[src/rtl/cpu_types_pkg.sv]
// Shared types for the MIPS pipeline: register tags, hazard modes and tag helpers.
package cpu_types_pkg;

  localparam int REG_W = 5;

  typedef logic [REG_W-1:0] regbits_t;

  typedef struct packed {
    logic     valid;
    regbits_t wsel;
    logic     memread;
  } hz_tag_t;

  typedef enum logic [2:0] {
    HZ_RUN,
    HZ_MISS,
    HZ_LOADUSE,
    HZ_FLUSH,
    HZ_FREEZE
  } hz_mode_t;

  // A write to $0 is architecturally discarded, so it never yields a live tag.
  function automatic hz_tag_t make_tag(input logic regwr, input regbits_t wsel,
                                       input logic memread);
    hz_tag_t t;
    t.valid   = regwr && (wsel != '0);
    t.wsel    = wsel;
    t.memread = memread;
    return t;
  endfunction

  function automatic regbits_t tag_dest(input regbits_t wsel, input logic valid);
    return valid ? wsel : '0;
  endfunction

endpackage

[src/rtl/hz_tag_stage.sv]
// One destination-tag register for a pipeline stage; clear wins over load.
module hz_tag_stage
  import cpu_types_pkg::*;
(
  input  logic    CLK,
  input  logic    en,
  input  logic    clr,
  input  hz_tag_t d,
  output hz_tag_t q
);

  always_ff @(posedge CLK) begin
    if (clr) begin
      q <= '0;
    end else if (en) begin
      q <= d;
    end
  end

endmodule

[src/rtl/hazard_scoreboard.sv]
// Hazard controller: tracks EX/MEM/WB destination tags, decodes stall/flush/freeze modes, counts events.
module hazard_scoreboard
  import cpu_types_pkg::*;
#(
  parameter int CNT_W = 16
) (
  input  logic             CLK,
  input  logic             RST,
  input  logic             ihit,
  input  logic             dmem_req,
  input  logic             dhit,
  input  regbits_t         id_rs,
  input  regbits_t         id_rt,
  input  logic             id_uses_rs,
  input  logic             id_uses_rt,
  input  logic             id_regwr,
  input  regbits_t         id_wsel,
  input  logic             id_memread,
  input  logic             ex_branch_taken,
  output logic             pc_en,
  output logic             ifid_en,
  output logic             idex_en,
  output logic             exmem_en,
  output logic             memwb_en,
  output logic             ifid_flush,
  output logic             idex_flush,
  output regbits_t         reg_wr_ex,
  output regbits_t         reg_wr_mem,
  output regbits_t         reg_wr_wb,
  output logic             load_use_stall,
  output logic [CNT_W-1:0] lu_count,
  output logic [CNT_W-1:0] flush_count
);

  hz_tag_t  ex_tag;
  hz_tag_t  mem_tag;
  hz_tag_t  wb_tag;
  hz_tag_t  id_tag;
  hz_mode_t mode;
  logic     mem_wait;
  logic     lu_hit;
  logic     advance;
  logic     ex_kill;
  logic     unused_memread;

  assign id_tag   = make_tag(id_regwr, id_wsel, id_memread);
  assign mem_wait = dmem_req & ~dhit;
  assign lu_hit   = ex_tag.valid & ex_tag.memread &
                    ((id_uses_rs & (id_rs == ex_tag.wsel)) |
                     (id_uses_rt & (id_rt == ex_tag.wsel)));

  // Mode priority: a pending data access freezes everything, so a held branch
  // is acted on only once memory completes; a taken branch squashes the consumer
  // of any load-use hit seen in the same cycle.
  always_comb begin
    mode = HZ_RUN;
    if (mem_wait) begin
      mode = HZ_FREEZE;
    end else if (ex_branch_taken) begin
      mode = HZ_FLUSH;
    end else if (lu_hit) begin
      mode = HZ_LOADUSE;
    end else if (!ihit) begin
      mode = HZ_MISS;
    end
  end

  always_comb begin
    pc_en          = 1'b0;
    ifid_en        = 1'b0;
    idex_en        = 1'b0;
    exmem_en       = 1'b0;
    memwb_en       = 1'b0;
    ifid_flush     = 1'b0;
    idex_flush     = 1'b0;
    load_use_stall = 1'b0;
    if (!RST) begin
      case (mode)
        HZ_FREEZE: ;
        HZ_FLUSH: begin
          pc_en      = 1'b1;
          ifid_en    = 1'b1;
          idex_en    = 1'b1;
          exmem_en   = 1'b1;
          memwb_en   = 1'b1;
          ifid_flush = 1'b1;
          idex_flush = 1'b1;
        end
        HZ_LOADUSE: begin
          idex_en        = 1'b1;
          exmem_en       = 1'b1;
          memwb_en       = 1'b1;
          idex_flush     = 1'b1;
          load_use_stall = 1'b1;
        end
        HZ_MISS: begin
          ifid_en    = 1'b1;
          idex_en    = 1'b1;
          exmem_en   = 1'b1;
          memwb_en   = 1'b1;
          ifid_flush = 1'b1;
        end
        default: begin
          pc_en    = 1'b1;
          ifid_en  = 1'b1;
          idex_en  = 1'b1;
          exmem_en = 1'b1;
          memwb_en = 1'b1;
        end
      endcase
    end
  end

  assign advance = ~RST & (mode != HZ_FREEZE);
  assign ex_kill = (mode == HZ_FLUSH) | (mode == HZ_LOADUSE);

  // Tag pipeline: ID -> EX -> MEM -> WB; EX takes a bubble on flush or load-use.
  hz_tag_stage u_ex (
    .CLK (CLK),
    .en  (advance),
    .clr (RST | (advance & ex_kill)),
    .d   (id_tag),
    .q   (ex_tag)
  );

  hz_tag_stage u_mem (
    .CLK (CLK),
    .en  (advance),
    .clr (RST),
    .d   (ex_tag),
    .q   (mem_tag)
  );

  hz_tag_stage u_wb (
    .CLK (CLK),
    .en  (advance),
    .clr (RST),
    .d   (mem_tag),
    .q   (wb_tag)
  );

  assign reg_wr_ex      = tag_dest(ex_tag.wsel, ex_tag.valid);
  assign reg_wr_mem     = tag_dest(mem_tag.wsel, mem_tag.valid);
  assign reg_wr_wb      = tag_dest(wb_tag.wsel, wb_tag.valid);
  assign unused_memread = mem_tag.memread ^ wb_tag.memread;

  always_ff @(posedge CLK) begin
    if (RST) begin
      lu_count    <= '0;
      flush_count <= '0;
    end else begin
      if (mode == HZ_FLUSH) begin
        flush_count <= flush_count + CNT_W'(1);
      end
      if (mode == HZ_LOADUSE) begin
        lu_count <= lu_count + CNT_W'(1);
      end
    end
  end

endmodule

[config.mk]
export PLATFORM = sky130hd
export DESIGN_NAME = hazard_scoreboard
export DESIGN_NICKNAME = d
export VERILOG_FILES = /design/src/rtl/cpu_types_pkg.sv /design/src/rtl/hz_tag_stage.sv /design/src/rtl/hazard_scoreboard.sv
export SDC_FILE = /design/constraint.sdc
export NUM_CORES = 1
export LEC_CHECK = 0
export ABC_AREA = 1
export ABC_CLOCK_PERIOD_IN_PS = 2500
export CORE_UTILIZATION = 43
export DETAILED_ROUTE_END_ITERATION = 8
export PLACE_DENSITY = 0.81
export SLEW_MARGIN = 20
export SYNTH_ARGS = -nofsm -noshare
export SYNTH_HDL_FRONTEND = slang
export SYNTH_SLANG_ARGS = --single-unit
[constraint.sdc]
create_clock -name CLK -period 2.5 [get_ports CLK]
set_clock_uncertainty 0.2 [all_clocks]
set_input_delay 0.75 -clock CLK [delete_from_list [all_inputs] [get_ports CLK]]
set_output_delay 0.75 -clock CLK [all_outputs]
set_load 0.1 [all_outputs]
==> results by group <==
Cells and area
  – Fill cell count: between 400 and 500
  – Finished Layout Cells: approximately 630
  – Layout Utilization: between 70% and 80%
  – Final net count: around 570
  – N_diodes: 0
  – Layout cell share with drive strength beyond 1: a little under two fifths
  – Post-route cell area: 4740 µm²
  – P&R area growth vs syn: 68.5%

Synth
  – Seq cells post-synth: between 50 and 60
  – Synth Instances: 412
  – Sequential area share after synthesis: 36.3%
  – Synthesized Nets: approximately 440
  – Synth warn: 0
  – Main synth FF type: dfxtp_1
  – EDFF count, synth: 0
  – Ranking of synthesized cells by area: dfxtp_1 36%, nand2_1 13%, inv_1 7.1%
  – Top-area cell type share of the netlist area: a little over a third
  – Library cells used by synthesis: 37
  – Synthesized area: between 2000 and 3000 µm²
  – Cell taking the most area after synthesis: dfxtp_1
  – FFs w/ async S/R, synth: 0%
  – Syn Area/Cell: roughly 6.8 µm²

Clock tree
  – Clk buf depth: 2
  – Sink Count: 51
  – CTS Buf Count: 5
  – Later-pin clock latency in the skew report: 0.31 ns
  – TritonCTS clock tree: built
  – CTS HTree Levels: 2
  – Worst-path clk slew: around 0.090 ns
  – Root Buffer: clkbuf_8

Drt
  – Vias: approximately 3.3k
  – Drt total wl: ~9.4 mm
  – DR vias/cell: around 5.3
  – Initial DRT Pass Iterations: 6
  – Iteration-0 DRC Markers: 240
  – Wire per inst: roughly 15 µm
  – ANT nets after route: 0
  – DRC Markers: 0

Timing
  – WHS: roughly 0.27 ns
  – Max Clock Freq: about 0.31 GHz
  – Final Hold Vio Count: 0
  – Worst rel slew slack: a little over two thirds
  – Min cycle time layout: 3.20 ns
  – Max-slew violations: 0
  – Setup ws final: -0.695 ns
  – Part of the cycle the worst path needs: 128%
  – Sum Neg Setup Slack: -9.22 ns
  – Setup violators final: 18
  – RSZ-0062 raised after global routing: yes
  – Worst Tran Pin Value: about 0.45 ns

Die
  – Initial Util: between 40% and 50%
  – Core Area: between 6000 and 7000 µm²
  – Die footprint: a little under 7000 µm²
  – Num rows: 29
  – Die Height: approximately 83 µm
  – Die width: between 80 and 90 µm
  – Io pins: 80

Outcome
  – Failing checks: setup timing
  – Status: complete, but fails checks

GRT
  – First-pass GRT wire length: between 10 and 15 mm
  – Largest net degree at the start of global routing: 27
  – Total grt overflow: 0
  – Gr usage total: approximately a quarter
  – Vias in the first global route: approximately 3.0k
  – Initial antenna violation count: 0

Place
  – Port bufs: a little under 80
  – Post-DP HPWL: a little under 6 mm
  – Dpl ws: -0.901 ns
  – RePlAce Congestion: about 0.96
  – Placed instance area: between 4000 and 5000 µm²
  – Placed Instances: between 500 and 600

Setup path
  – Setup crit start kind: input pin
  – Worst setup path end: load_use_stall
  – Critical path's most frequent cell: nand2_4
  – CP max stage delay: about 0.25 ns
  – Reg-to-reg critical path startpoint: u_ex.q[2]
  – Slowest-stage cell, CP: nor3_4
  – Setup crit start: id_rs[1]
  – Worst-path fanout max: 3
  – CP Class: in -> out
  – CP Capture Type: output pin
  – Worst path depth: 13
  – Reg2Reg Depth: 19
  – CP top delay family: simple AND/OR/NAND/NOR gates
  – R2R Setup Slk: -0.45 ns
  – CP arrival: roughly 2.3 ns
  – Critical Path RT: ~1.6 ns
  – CP cell instances: buf_6 -> inv_1 -> nand2_1 -> nand2_1 -> nor2_2 -> nand3_2 -> nand2_2 -> nand2_4 -> nand2_4 -> nand2_4 -> buf_12 -> nor3_4 -> buf_12
  – Worst Path Buf+Inv: 4
  – Critical R2R Capture: lu_count[5]

Power
  – IR drop worst, VDD: 0.000315 V
  – PwrDens: between 300 and 400 nW/µm²
  – Final Power: between 1.5 and 2 mW
  – LEAKAGE: around 2.1 nW

Hold path
  – Min-Delay Path Class: reg -> reg

Job
  – Max capacitance violation total: 0
## worst min-delay path by stage
stage | from | cells past startpoint | slack, ns | endpoint
after global routing | u_ex.q[0] | 2 | 0.31 | u_ex.q[0]
after CTS | flush_count[0] | 1 | 0.27 | flush_count[0]
after detailed placement | u_ex.q[0] | 2 | 0.26 | u_ex.q[0]
after global placement | flush_count[0] | 1 | 0.25 | flush_count[0]
after floorplan | u_ex.q[0] | 2 | 0.24 | u_ex.q[0]
final | flush_count[0] | 1 | 0.27 | flush_count[0]
## cell families after synthesis
group,share of synthesized area [%]
AO/OA/AOI/OAI,12.2
XOR/XNOR,4.36
adder cells (fa/ha/maj),0.889
buffers and inverters,12.7
flip-flops,36.3
AND/OR/NAND/NOR,33.6
## report_power, final
part / switching (mW) / internal (mW) / leakage (nW) / total, mW
Sequential: 0.0209 / 0.832 / 0.415 / 0.853
Combinational: 0.263 / 0.180 / 1.62 / 0.443
Clock: 0.280 / 0.196 / 0.0412 / 0.477
## cells in the mapped netlist (3+ instances only)
library cell,instances
a211oi_1,6
a21oi_1,36
clkbuf_1,5
dfxtp_1,51
inv_1,53
inv_2,5
nand2_1,96
nand2_4,5
nand3_1,21
nand3_2,4
nand4_1,4
nor2_1,49
nor2_2,5
nor3_1,16
o21ai_0,16
xnor2_1,3
xor2_1,11
## layout by cell type, fill, tap and decap left out, types with 9 or more instances in the layout
cell / n
buf_12: 44
nand2_1: 82
buf_6: 16
xor2_1: 11
inv_2: 12
nand2_2: 15
nor2_1: 45
buf_4: 63
inv_1: 44
a21oi_1: 33
o21ai_0: 16
dfxtp_1: 47
nand3_1: 20
clkdlybuf4s50_1: 9
nor3_1: 15
## sequential cells by signal, summed over array words and instances, names as in the netlist
register and cells:
u_mem.q 6, u_ex.q 7, u_wb.q 6, flush_count 16, lu_count 16
## cell type report
type | count | area [µm²] | area share [%]
clock inverters | 2 | 12.5 | 0.264
flip-flops and latches | 51 | 1030 | 21.6
multi-input cells | 287 | 1570 | 33.0
clock buffers | 6 | 72.6 | 1.53
inverters | 60 | 238 | 5.01
repair buffers | 142 | 1730 | 36.5
well taps | 77 | 96.3 | 2.03
## worst reg2reg max path, cell delays in order, from the launching register on
cell and delay (ns):
dfxtp_1 0.46, inv_2 0.09, nand2_1 0.07, nand2_1 0.07, nor2_2 0.12, nand3_2 0.10
buf_4 0.15, buf_4 0.12, buf_4 0.12, buf_4 0.12, buf_4 0.12, buf_4 0.13
buf_4 0.13, buf_4 0.12, buf_4 0.13, a21oi_4 0.16, nand4_4 0.14, buf_8 0.18
nand2_2 0.06, a21oi_1 0.06
## routing by layer
| metal | up-vias | wire [µm] | global-route usage [%] |
|---|---|---|---|
| li1 | 1573 | - | - |
| met1 | 1478 | 3690 | 27.8 |
| met2 | 183 | 4630 | 41.1 |
| met3 | 53 | 610 | 5.27 |
| met4 | 0 | 519 | 11.3 |
| met5 | - | 0 | 0 |
## what timing repair did
item                                    CTS  global route
buffers inserted                         20             3
gates resized for setup                  75            39
pin swaps                                32            17
endpoints found under the setup margin   11            21
cloned                                    1             1
hold buffers                              0             0
(Power assumes the default switching activity.)
